--- config.mk ---
export PLATFORM = sky130hd
export DESIGN_NAME = spi_adc_rx
export DESIGN_NICKNAME = d
export VERILOG_FILES = /design/src/rtl/spi_adc_rx.sv
export SDC_FILE = /design/constraint.sdc
export NUM_CORES = 1
export LEC_CHECK = 0
export ABC_AREA = 1
export CAP_MARGIN = 10
export CORE_MARGIN = 10
export CORE_UTILIZATION = 56
export CTS_BUF_LIST = sky130_fd_sc_hd__clkbuf_4 sky130_fd_sc_hd__clkbuf_8
export DETAILED_ROUTE_END_ITERATION = 12
export GPL_TIMING_DRIVEN = 0
export PLACE_DENSITY_LB_ADDON = 0.12
export SLEW_MARGIN = 15
export SYNTH_ARGS = -nofsm -noshare
export SYNTH_HDL_FRONTEND = slang
export SYNTH_SLANG_ARGS = --single-unit
--- constraint.sdc ---
create_clock -name clk -period 1.85 [get_ports clk]
set_input_delay 0.37 -clock clk [delete_from_list [all_inputs] [get_ports clk]]
set_output_delay 0.37 -clock clk [all_outputs]
set_load 0.01 [all_outputs]
--- src/rtl/spi_adc_rx.sv ---
// spi_adc_rx: multi-channel SPI ADC frame receiver.
// Drives nCS/SCLK, deserialises SDIN MSB-first and strobes one word per channel.
module spi_adc_rx #(
    parameter int DATA_W  = 16,
    parameter int NUM_CH  = 4,
    parameter int CLK_DIV = 4,
    localparam int CH_W   = (NUM_CH > 1) ? $clog2(NUM_CH) : 1
) (
    input  logic              clk,
    input  logic              reset,
    input  logic              enable,
    input  logic              overrun_clr,
    input  logic              nDRDY,
    input  logic              SDIN,
    output logic              SCLK,
    output logic              nCS,
    output logic [DATA_W-1:0] data_out,
    output logic [CH_W-1:0]   data_ch,
    output logic              data_valid,
    output logic              frame_done,
    output logic              overrun,
    output logic              busy
);

    localparam int DIV_W = (CLK_DIV > 1) ? $clog2(CLK_DIV) : 1;
    localparam int BIT_W = $clog2(DATA_W);

    localparam logic [DIV_W-1:0] DIV_MAX = DIV_W'(CLK_DIV - 1);
    localparam logic [BIT_W-1:0] BIT_MAX = BIT_W'(DATA_W - 1);
    localparam logic [CH_W-1:0]  CH_LAST = CH_W'(NUM_CH - 1);

    typedef enum logic [1:0] {
        S_IDLE,
        S_SETUP,
        S_SHIFT,
        S_HOLD
    } state_t;

    state_t              r_state;
    state_t              w_state_nx;

    logic                r_drdy_s1;
    logic                r_drdy_s2;
    logic [DIV_W-1:0]    r_div;
    logic                r_sclk;
    logic                r_ncs;
    logic                r_busy;
    logic                r_done;
    logic                r_valid;
    logic                r_ovr;
    logic                r_last;
    logic [BIT_W-1:0]    r_bit;
    logic [CH_W-1:0]     r_word;
    logic [CH_W-1:0]     r_ch;
    logic [DATA_W-2:0]   r_shift;
    logic [DATA_W-1:0]   r_data;

    logic                w_wrap;
    logic                w_start;
    logic                w_rise;
    logic                w_fall;
    logic                w_word_end;
    logic [DATA_W-1:0]   w_shift_nx;

    assign w_word_end = w_rise && (r_bit == BIT_MAX);
    assign w_shift_nx = {r_shift, SDIN};

    assign SCLK       = r_sclk;
    assign nCS        = r_ncs;
    assign data_out   = r_data;
    assign data_ch    = r_ch;
    assign data_valid = r_valid;
    assign frame_done = r_done;
    assign overrun    = r_ovr;
    assign busy       = r_busy;

    // FSM state register
    always_ff @(posedge clk or posedge reset) begin
        if (reset) begin
            r_state <= S_IDLE;
        end else begin
            r_state <= w_state_nx;
        end
    end

    // Next state, start detect and SCLK edge decode
    always_comb begin
        w_state_nx = r_state;
        w_wrap     = (r_div == DIV_MAX);
        w_start    = r_drdy_s2 & ~r_drdy_s1;
        w_rise     = 1'b0;
        w_fall     = 1'b0;
        unique case (r_state)
            S_IDLE: begin
                if (w_start && enable) w_state_nx = S_SETUP;
            end
            S_SETUP: begin
                if (w_wrap) w_state_nx = S_SHIFT;
            end
            S_SHIFT: begin
                w_rise = w_wrap & ~r_sclk;
                w_fall = w_wrap & r_sclk;
                if (w_fall && r_last) w_state_nx = S_HOLD;
            end
            S_HOLD: begin
                if (w_wrap) w_state_nx = S_IDLE;
            end
            default: w_state_nx = S_IDLE;
        endcase
    end

    // Two-flop synchroniser for the asynchronous data-ready pin
    always_ff @(posedge clk or posedge reset) begin
        if (reset) begin
            r_drdy_s1 <= 1'b1;
            r_drdy_s2 <= 1'b1;
        end else begin
            r_drdy_s1 <= nDRDY;
            r_drdy_s2 <= r_drdy_s1;
        end
    end

    // Half-period divider and registered SCLK
    always_ff @(posedge clk or posedge reset) begin
        if (reset) begin
            r_div  <= '0;
            r_sclk <= 1'b0;
        end else begin
            if (r_state == S_IDLE || w_wrap) begin
                r_div <= '0;
            end else begin
                r_div <= r_div + DIV_W'(1);
            end
            if (w_rise) begin
                r_sclk <= 1'b1;
            end else if (w_fall) begin
                r_sclk <= 1'b0;
            end
        end
    end

    // Registered frame-level outputs derived from the next state
    always_ff @(posedge clk or posedge reset) begin
        if (reset) begin
            r_ncs  <= 1'b1;
            r_busy <= 1'b0;
            r_done <= 1'b0;
        end else begin
            r_ncs  <= (w_state_nx == S_IDLE);
            r_busy <= (w_state_nx != S_IDLE);
            r_done <= (r_state == S_HOLD) && (w_state_nx == S_IDLE);
        end
    end

    // Deserialiser, bit/word counters and word output
    always_ff @(posedge clk or posedge reset) begin
        if (reset) begin
            r_shift <= '0;
            r_bit   <= '0;
            r_word  <= '0;
            r_last  <= 1'b0;
            r_data  <= '0;
            r_ch    <= '0;
            r_valid <= 1'b0;
        end else begin
            r_valid <= w_word_end;
            if (r_state == S_IDLE) begin
                r_bit  <= '0;
                r_word <= '0;
                r_last <= 1'b0;
            end else if (w_rise) begin
                r_shift <= w_shift_nx[DATA_W-2:0];
                r_bit   <= w_word_end ? '0 : r_bit + BIT_W'(1);
            end
            if (w_word_end) begin
                r_data <= w_shift_nx;
                r_ch   <= r_word;
                r_word <= r_word + CH_W'(1);
                r_last <= (r_word == CH_LAST);
            end
        end
    end

    // Sticky overrun: a start edge while busy; set beats clear
    always_ff @(posedge clk or posedge reset) begin
        if (reset) begin
            r_ovr <= 1'b0;
        end else if (w_start && r_state != S_IDLE) begin
            r_ovr <= 1'b1;
        end else if (overrun_clr) begin
            r_ovr <= 1'b0;
        end
    end

endmodule

# Word level (Yosys, flattened, before mapping)
# Index checks and enable logic that the tools add are counted.
# word_totals
regBits,52
output_inout_bits,24
inputBits,6
wordCells,65
# classes
mux,19
reduce_logical,15
addsub,3
bitwise_logic,6
n_eq_ne,6
# ops
cell,count
$mux W2,7
$mux W4,3
$reduce_bool A2 Y1,6
$eq A2 B2 Y1 const B,4
$mux W1,8
$pmux W2 S4,1
$logic_and A1 B1 Y1,5
$add A2 B1 Y2 const B,2
$add A4 B1 Y4 const B,1
$eq A4 B4 Y1 const B,1
$logic_not A2 Y1,2
$and A1 B1 Y1,3
$not A1 Y1,3
$eq A2 B1 Y1 const B,1
$reduce_and A2 Y1,1
$logic_or A1 B1 Y1,1

# Depth between registers and ports, before layout
# Gate-level depths: netlist of run 1.
# logic_depth
word_depth,7
depth_mapped,8
ltp_nobuf,7

# Least setup slack after synthesis of run 1
# Ideal clock, no wire load.
# synth_timing
path_kind,register to register
from,register r_div[0]
to,register r_bit[3]
arrival_time_ps,1183
path_buffers,1
path_slack_ps,550
setup_ps,117
t_required_ps,1733
path_stages_with_launch,9
period_less_slack_ps,1300
cell_sequence,dfrtp_1 > ha_1 > buf_4 > inv_1 > nor2_1 > o21ai_1 > nor2_1 > nand2_1 > nand2_1
# synth_between
elab_chain_cells,7
elab_cells_between_ends,8
classes_between,1 x eq/ne; 4 x mux; 1 x bitwise; 2 x reduce/logical
# synth_lines
item,line,source
"start, declared",44,logic [DIV_W-1:0] r_div;
"start signal, assigned",132,r_div <= r_div + DIV_W'(1);
$eq A2 B2 Y1 *,89,w_wrap = (r_div == DIV_MAX);
$and A1 B1 Y1 *,101,w_rise = w_wrap & ~r_sclk;
$mux W1 *,93,unique case (r_state)
$logic_and A1 B1 Y1,65,assign w_word_end = w_rise && (r_bit == BIT_MAX);
$mux W4,173,r_bit <= w_word_end ? '0 : r_bit + BIT_W'(1);
$mux W4,171,end else if (w_rise) begin
$mux W4,167,if (r_state == S_IDLE) begin
"end signal, assigned",173,
"end, declared",52,logic [BIT_W-1:0] r_bit;
# Every way passes the cells marked *; elsewhere a longest branch is shown, timed or not. The select of a mux whose other input is x is not followed.
# A chain may end at the register's enable or synchronous reset.

# Final worst setup path of run 1
# layout_timing
from,register r_ncs (netlist: nCS)
to,output port nCS
# layout_rtl
item,line,source
"start, declared",46,logic r_ncs;
"start signal, assigned",149,r_ncs <= (w_state_nx == S_IDLE);
"end, declared",16,"output logic nCS,"
# No word-level cell between the ends.

==> results of run 1 <==
layout make-up:
type	count	share of cell area (%)
Timing Repair Buffer	30	11.8
Sequential cell	52	49.8
Tap cell	48	2.29
Multi-Input combinational cell	131	26.2
Inverter	27	3.87
Buffer	7	2.24
Clock buffer	8	3.72
placed cells by master (no fill, tap or decap), drive strengths merged:
master / instances
nand2b: 1
clkbuf: 8
nand3: 4
nor3b: 1
a21oi: 1
nor3: 1
dfrtp: 49
a31oi: 1
o21ai: 34
or2: 1
inv: 27
clkdlybuf4s50: 29
nor2: 12
nand2: 70
nand4: 1
nand3b: 1
buf: 8
ha: 3
dfstp: 3
cells by family after synthesis:
group                    count (synthesis)
adder cells (fa/ha/maj)                  3
AND/OR/NAND/NOR                         92
AO/OA/AOI/OAI                           36
buffers and inverters                   34
flip-flops                              52
worst paths after layout:
kind                                start     endpoint  slack, ns  cells after the start
worst max-delay path                  nCS          nCS       0.13                      1
worst min-delay path            r_drdy_s1    r_drdy_s2       0.37                      0
worst max register to register   r_div[0]     r_bit[3]       0.36                      8
worst min register to register  r_drdy_s1    r_drdy_s2       0.37                      0
max in group asynchronous           reset          nCS       0.79                      3
min in group asynchronous           reset  data_out[6]       0.45                      2
metrics by stage:
step / power (mW) / cells / hold slack (ns)
6_report: 1.89 / 303 / 0.368
5_1_grt: 1.96 / 303 / 0.377
4_1_cts: 1.91 / 303 / 0.368
3_5_place_dp: 1.24 / 295 / 0.356
3_3_place_gp: 1.23 / 294 / 0.355
2_1_floorplan: 1.21 / 217 / 0.354
where the power goes:
group	switching, mW	total, mW	leakage, nW	internal (mW)
logic	0.0353	0.0575	0.576	0.0222
registers	0.00519	1.15	0.660	1.15
clock network	0.340	0.675	0.0523	0.335
total	0.380	1.89	1.29	1.51
layer usage:
layer | wire, µm | vias to the layer above
li1 | - | 748
met1 | 1670 | 703
met2 | 1940 | 24
met3 | 181 | 7
met4 | 76 | 0
met5 | 0 | -
flip-flops by register name, indices dropped and copies added (netlist names), 2 cells and up:
register	cells
r_word	2
r_state	2
data_ch	2
r_div	2
data_out	16
r_shift	15
r_bit	4
==> results.cfg, run 1 <==
[logic_synthesis]
netlist_instances = 217
yosys-top-cells-area = dfrtp_1 (57%), nand2_1 (12%), o21ai_2 (8.5%)
synth-xor-area-share_pct = 0
yosysMostFrequentCell = nand2_1
postSynth.asyncResetShare_pct = 100
yosys.area_share.simple_pct = 18.1
synth_mux_area_share_pct = 0
synth_top_family_by_area = simple AND/OR/NAND/NOR gates
netlist-cell-type-count = 26
synth_compound_area_share_pct = 12.1
yosysTopAreaCellShare_pct = 57.0
synth_seq_cells = 52
synth_ff_type = dfrtp_1
syn_area_per_cell_um2 = 9.92
ys_seq_area_share_pct = 60.6
syn_area_um2 = 2150
synth_fa_ha_area_share_pct = 1.74
yosysWarnings = 0
synth_top_cell_by_area = dfrtp_1
syn_nets = 226
synth_edf_count = 0
synth_common_cells = nand2_1 (68), dfrtp_1 (49), inv_1 (25)

[clocking]
cts_root_buffer = clkbuf_8
cts-htree-levels = 2
post_cts_buffers = 0
clockBufferDepth = 2
cts_buffers = 5
cts_hold_buf = 0
cts_tree = done
clock-sinks = 52
path_clk_slew_ns = 0.08
cts_resized = 0
clk_latency_ns = 0.30

[timing]
rsz0062_at_grt = no
fin_skew_ns = 0.00413
tns_ns = 0
relSlewSlack_pct = 60.0
timing.fmax_mhz = 582
setup_viol = 0
worstMarginPinSlew_ns = 0.599
finalHoldViolCount = 0
fin_crit_sh_pct = 92.8
fin_crit_ns = 1.72
setup_slack_ns = 0.133
slew_viol_final = 0

[worst_setup_path]
critPathCaptureType = output port
crit_path_start_kind = register
crit_arrival_ns = 1.35
cp_cell_sequence = clkdlybuf4s50_1
path_delay_family = buffers and inverters
crit_fanout = 1
path_class = reg2out
crit_buf_inv = 1
slowest_stage = clkdlybuf4s50_1
cp.required_ns = 1.48
crit_path_max_incr_delay_ns = 0.53

[routing]
wl_mm = 3.87
drcViolationCount = 0
vias_per_cell = 4.89
first_pass_iters = 4
ant_nets = 0
dr_total_vias = 1482
drt-initial-drc-count = 75
wl_per_cell_um = 12.8

[grt]
grt_pass1_wl_mm = 6.66
grt_usage_pct = 12.9
grt_use_met1_pct = 14.4
antenna_found_initial = 0
grt_busiest_layer = met2
grt_max_degree = 29
grt_pass1_vias = 1510
grt.met2_usage_pct = 21.2
grt_remaining_overflow = 0
use_met3_pct = 4.15

[floorplanning]
die_h_um = 82.0
die_x_um = 82.0
row_count = 22
die_area_um2 = 6720
pin_count = 30
core_um2 = 3690
start_util_pct = 58.3

[cells_and_area]
syn_to_final_growth_pct = 21.7
fin_area_um2 = 2620
diodes = 0
multi_input_area_um2 = 687
post-route-util_pct = 71.0
seq_area_um2 = 1310
drive_gt1_share_pct = 18.8
final_nets = 263
n_fill_cell = 301

[run]
maxCapViolations = 0

[hold_path]
hold_path_class = reg2reg

[placed_design]
dp_hpwl_mm = 2.83
place_ws_ns = 0.365
io_buffers = 29
postPlaceCellArea_um2 = 2520
place_congestion = 0.731

[power]
p_leak_nw = 1.29
ir_worst_vdd_uv = 411
powerDensity_nw_per_um2 = 720

[run_status]
status = finished, final reports clean
Power figures use the tool's default switching activity.
==> run 2, diff against run 1 <==
- PLACE_DENSITY: unset -> 0.81
- PLACE_DENSITY_LB_ADDON: 0.12 -> unset
==> results.cfg, run 2 (same netlist as run 1, synthesis figures left out) <==
[run_status]
status = finished, final reports clean

[power]
pwr-share-comb_pct = 3.1
p_seq_share_pct = 60.8
p_leak_nw = 1.29
intPower_mw = 1.51
power_switching_share_pct = 20.6
p_switching_mw = 0.390
finalPower_mw = 1.90
power.share.clock_pct = 36.1
ir_worst_vdd_uv = 549
powerDensity_nw_per_um2 = 722

[worst_setup_path]
r2r_start = r_div[0]
path_depth = 1
crit_path_max_incr_delay_ns = 0.52
path_delay_family = flip-flops
crit_path_start_kind = register
cp_cell_sequence = clkdlybuf4s50_1
crit_buf_inv = 1
crit_fanout = 1
crit_arrival_ns = 1.34
reg2reg_to = r_last
slowest_stage = dfstp_2
cp.required_ns = 1.48
path_class = reg2out
worstRegToRegCells = 7
r2r_slack_ns = 0.32
critPathCaptureType = output port

[grt]
antenna_found_initial = 0
grt_pass1_wl_mm = 6.81
grt_max_degree = 31
grt_usage_pct = 13.0
grt_pass1_vias = 1467
grt_remaining_overflow = 0

[cells_and_area]
largest_reg_flops = 16
post-route-util_pct = 71.2
syn_to_final_growth_pct = 22.1
drive_gt1_share_pct = 18.8
mostFrequentLayoutCells = nand2_1 (68), dfrtp_1 (49), clkdlybuf4s50_1 (29)
final_common_cell = nand2_1
diodes = 0
final_nets = 263
n_fill_cell = 291

[floorplanning]
core_um2 = 3690
start_util_pct = 58.3
die_x_um = 82.0
pin_count = 30
die_area_um2 = 6720
die_h_um = 82.0
row_count = 22

[clocking]
cts_tree = done
cts_resized = 0
cts_root_buffer = clkbuf_8
path_clk_slew_ns = 0.08
cts_hold_buf = 0
clk_latency_ns = 0.30
cts_buffers = 5
post_cts_buffers = 0
clockBufferDepth = 2
clock-sinks = 52
cts-htree-levels = 2

[routing]
vias_per_cell = 4.92
first_pass_iters = 4
drt-initial-drc-count = 70
wl_mm = 3.95
wl_per_cell_um = 13.0
dr_total_vias = 1491
ant_nets = 0
drcViolationCount = 0

[hold_path]
hold_path_class = reg2reg
min_from = r_drdy_s1
min_to = r_drdy_s2
holdPathStages = 0

[timing]
timing.fmax_mhz = 585
finalHoldViolCount = 0
worstMarginPinSlew_ns = 0.635
slew_viol_final = 0
fin_skew_ns = 0.00437
rsz0062_at_grt = no
worst_hold_slack_ns = 0.374
fin_crit_ns = 1.71
setup_viol = 0
fin_crit_sh_pct = 92.3
relSlewSlack_pct = 57.6

[placed_design]
io_buffers = 29
dp_hpwl_mm = 2.88
place_congestion = 0.824

[run]
maxCapViolations = 0
-- run 2: cell types whose count changed in the layout (fill, tap and decap cells not counted) --
cell and change:
buf_12 -1, buf_16 +1
-- run 2: power by group through the flow --
stage	sequential, mW	combinational, mW	clock, mW
after floorplan	1.18	0.0302	0
after global placement	1.18	0.0536	0
after global routing	1.16	0.0683	0.731
after detailed placement	1.18	0.0614	0
after CTS	1.15	0.0619	0.689
final	1.15	0.0590	0.685
-- run 2: per-stage QoR --
stage | std cells | area (µm²) | setup slack [ns] | TNS [ns]
2_1_floorplan | 217 | 2150 | 0.227 | 0
3_3_place_gp | 294 | 2500 | -0.733 | -36.71
3_5_place_dp | 295 | 2530 | 0.341 | 0
4_1_cts | 303 | 2630 | 0.130 | 0
5_1_grt | 303 | 2630 | 0.109 | 0
6_report | 303 | 2630 | 0.142 | 0
-- run 2: area by class of cell --
type | instances | area, µm² | share of cell area [%]
repair buffers | 30 | 318 | 12.1
clock buffers | 8 | 97.6 | 3.71
flip-flops and latches | 52 | 1310 | 49.7
inverters | 27 | 101 | 3.86
well taps | 48 | 60.1 | 2.29
plain buffers | 7 | 58.8 | 2.24
multi-input cells | 131 | 687 | 26.1
-- run 2: worst max path at each step --
stage / startpoint / end
floorplan: reset / SCLK
CTS: nCS / nCS
finish: nCS / nCS
global placement: reset / data_out[3]
global route: nCS / nCS
detailed placement: r_div[0] / r_last
-- run 2: routing by layer --
| layer | share of wire (%) | global-route usage (%) | vias up |
|---|---|---|---|
| li1 | - | - | 750 |
| met1 | 44 | 16.2 | 710 |
| met2 | 47 | 19.9 | 24 |
| met3 | 6.2 | 5.13 | 7 |
| met4 | 1.9 | 5.10 | 0 |
| met5 | 0 | 0 | - |
==> run 3, diff against run 2 <==
- CORE_UTILIZATION: 56 -> 40
- PLACE_DENSITY: 0.81 -> 0.61
==> results.cfg, run 3 (same netlist as run 1, synthesis figures left out) <==
[run_status]
status = finished, final reports clean

[cells_and_area]
largest_reg_flops = 16
drive_gt1_share_pct = 18.8
final_common_cell = nand2_1
syn_to_final_growth_pct = 22.8
fin_area_um2 = 2640
diodes = 0
post-route-util_pct = 51.1
n_fill_cell = 488
mostFrequentLayoutCells = nand2_1 (68), dfrtp_1 (49), clkdlybuf4s50_1 (29)
final_nets = 263

[worst_setup_path]
cp.required_ns = 1.48
r2r_slack_ns = 0.33
crit_fanout = 1
path_class = reg2out
crit_path_max_incr_delay_ns = 0.52
crit_path_start_kind = register
cp_cell_sequence = clkdlybuf4s50_1
crit_buf_inv = 1
crit_arrival_ns = 1.34
path_delay_family = flip-flops
slowest_stage = dfstp_2
critPathCaptureType = output port

[clocking]
cts-htree-levels = 2
cts_hold_buf = 0
clockBufferDepth = 2
cts_resized = 0
clock-sinks = 52
cts_root_buffer = clkbuf_8
post_cts_buffers = 0
path_clk_slew_ns = 0.09
cts_buffers = 5
clk_latency_ns = 0.30
cts_tree = done

[floorplanning]
core_um2 = 5170
pin_count = 30
die_area_um2 = 8710
die_h_um = 93.4
start_util_pct = 41.6
row_count = 26
die_x_um = 93.4

[timing]
finalHoldViolCount = 0
relSlewSlack_pct = 69.9
tns_ns = 0
rsz0062_at_grt = no
worst_hold_slack_ns = 0.370
worstMarginPinSlew_ns = 0.452
setup_slack_ns = 0.142
slew_viol_final = 0
fin_crit_sh_pct = 92.3
timing.fmax_mhz = 585
fin_skew_ns = 0.00709
setup_viol = 0
fin_crit_ns = 1.71

[grt]
antenna_found_initial = 0
grt_usage_pct = 10.3
grt_max_degree = 37
grt_pass1_wl_mm = 7.20
grt_remaining_overflow = 0
grt_pass1_vias = 1501

[routing]
dr_total_vias = 1456
first_pass_iters = 4
vias_per_cell = 4.48
drt-initial-drc-count = 84
wl_per_cell_um = 12.3
wl_mm = 3.98
ant_nets = 0
drcViolationCount = 0

[hold_path]
hold_path_class = in2async

[placed_design]
dp_hpwl_mm = 2.89
io_buffers = 29
place_congestion = 0.744
place_ws_ns = 0.365
postPlaceCellArea_um2 = 2550

[power]
ir_worst_vdd_uv = 409
p_leak_nw = 1.29
powerDensity_nw_per_um2 = 704

[run]
maxCapViolations = 0
run 3: cell types whose count changed in the layout (fill, tap and decap cells not counted):
| cell | delta |
|---|---|
| clkinv_4 | +1 |
| buf_16 | -1 |
| clkbuf_8 | -1 |
| buf_12 | +1 |
run 3: worst paths after layout:
path                       cells past startpoint  startpoint           end
setup reg to reg                               7    r_div[0]        r_last
hold reg to reg                                0   r_drdy_s1     r_drdy_s2
max in group asynchronous                      3       reset     r_drdy_s1
setup / recovery                               1         nCS           nCS
min in group clk                               0   r_drdy_s1     r_drdy_s2
hold / removal                                 2       reset  data_out[12]
run 3: report_power, final:
| part | internal (mW) | switching [mW] |
|---|---|---|
| sequential | 1.15 | 0.00485 |
| clock | 0.300 | 0.350 |
| combinational | 0.0223 | 0.0360 |
| total | 1.47 | 0.391 |
run 3: cell type report:
type,instances,area (µm²),area share [%]
Timing Repair Buffer,30,310,11.7
Buffer,7,58.8,2.23
Sequential cell,52,1310,49.4
Inverter,27,101,3.84
Clock inverter,1,8.76,0.331
Tap cell,70,87.6,3.31
Clock buffer,7,83.8,3.17
Multi-Input combinational cell,131,687,26.0
run 3: stage by stage:
stage,cells,total power [mW]
floorplan,217,1.21
global placement,316,1.23
detailed placement,317,1.24
CTS,325,1.90
global route,325,1.96
finish,325,1.86
run 3: per-layer routing:
metal  wire length [µm]  track usage (%)
met5                  0                0
met4                 67             4.24
met3                208             3.20
met2               1830             15.8
met1               1880             13.0
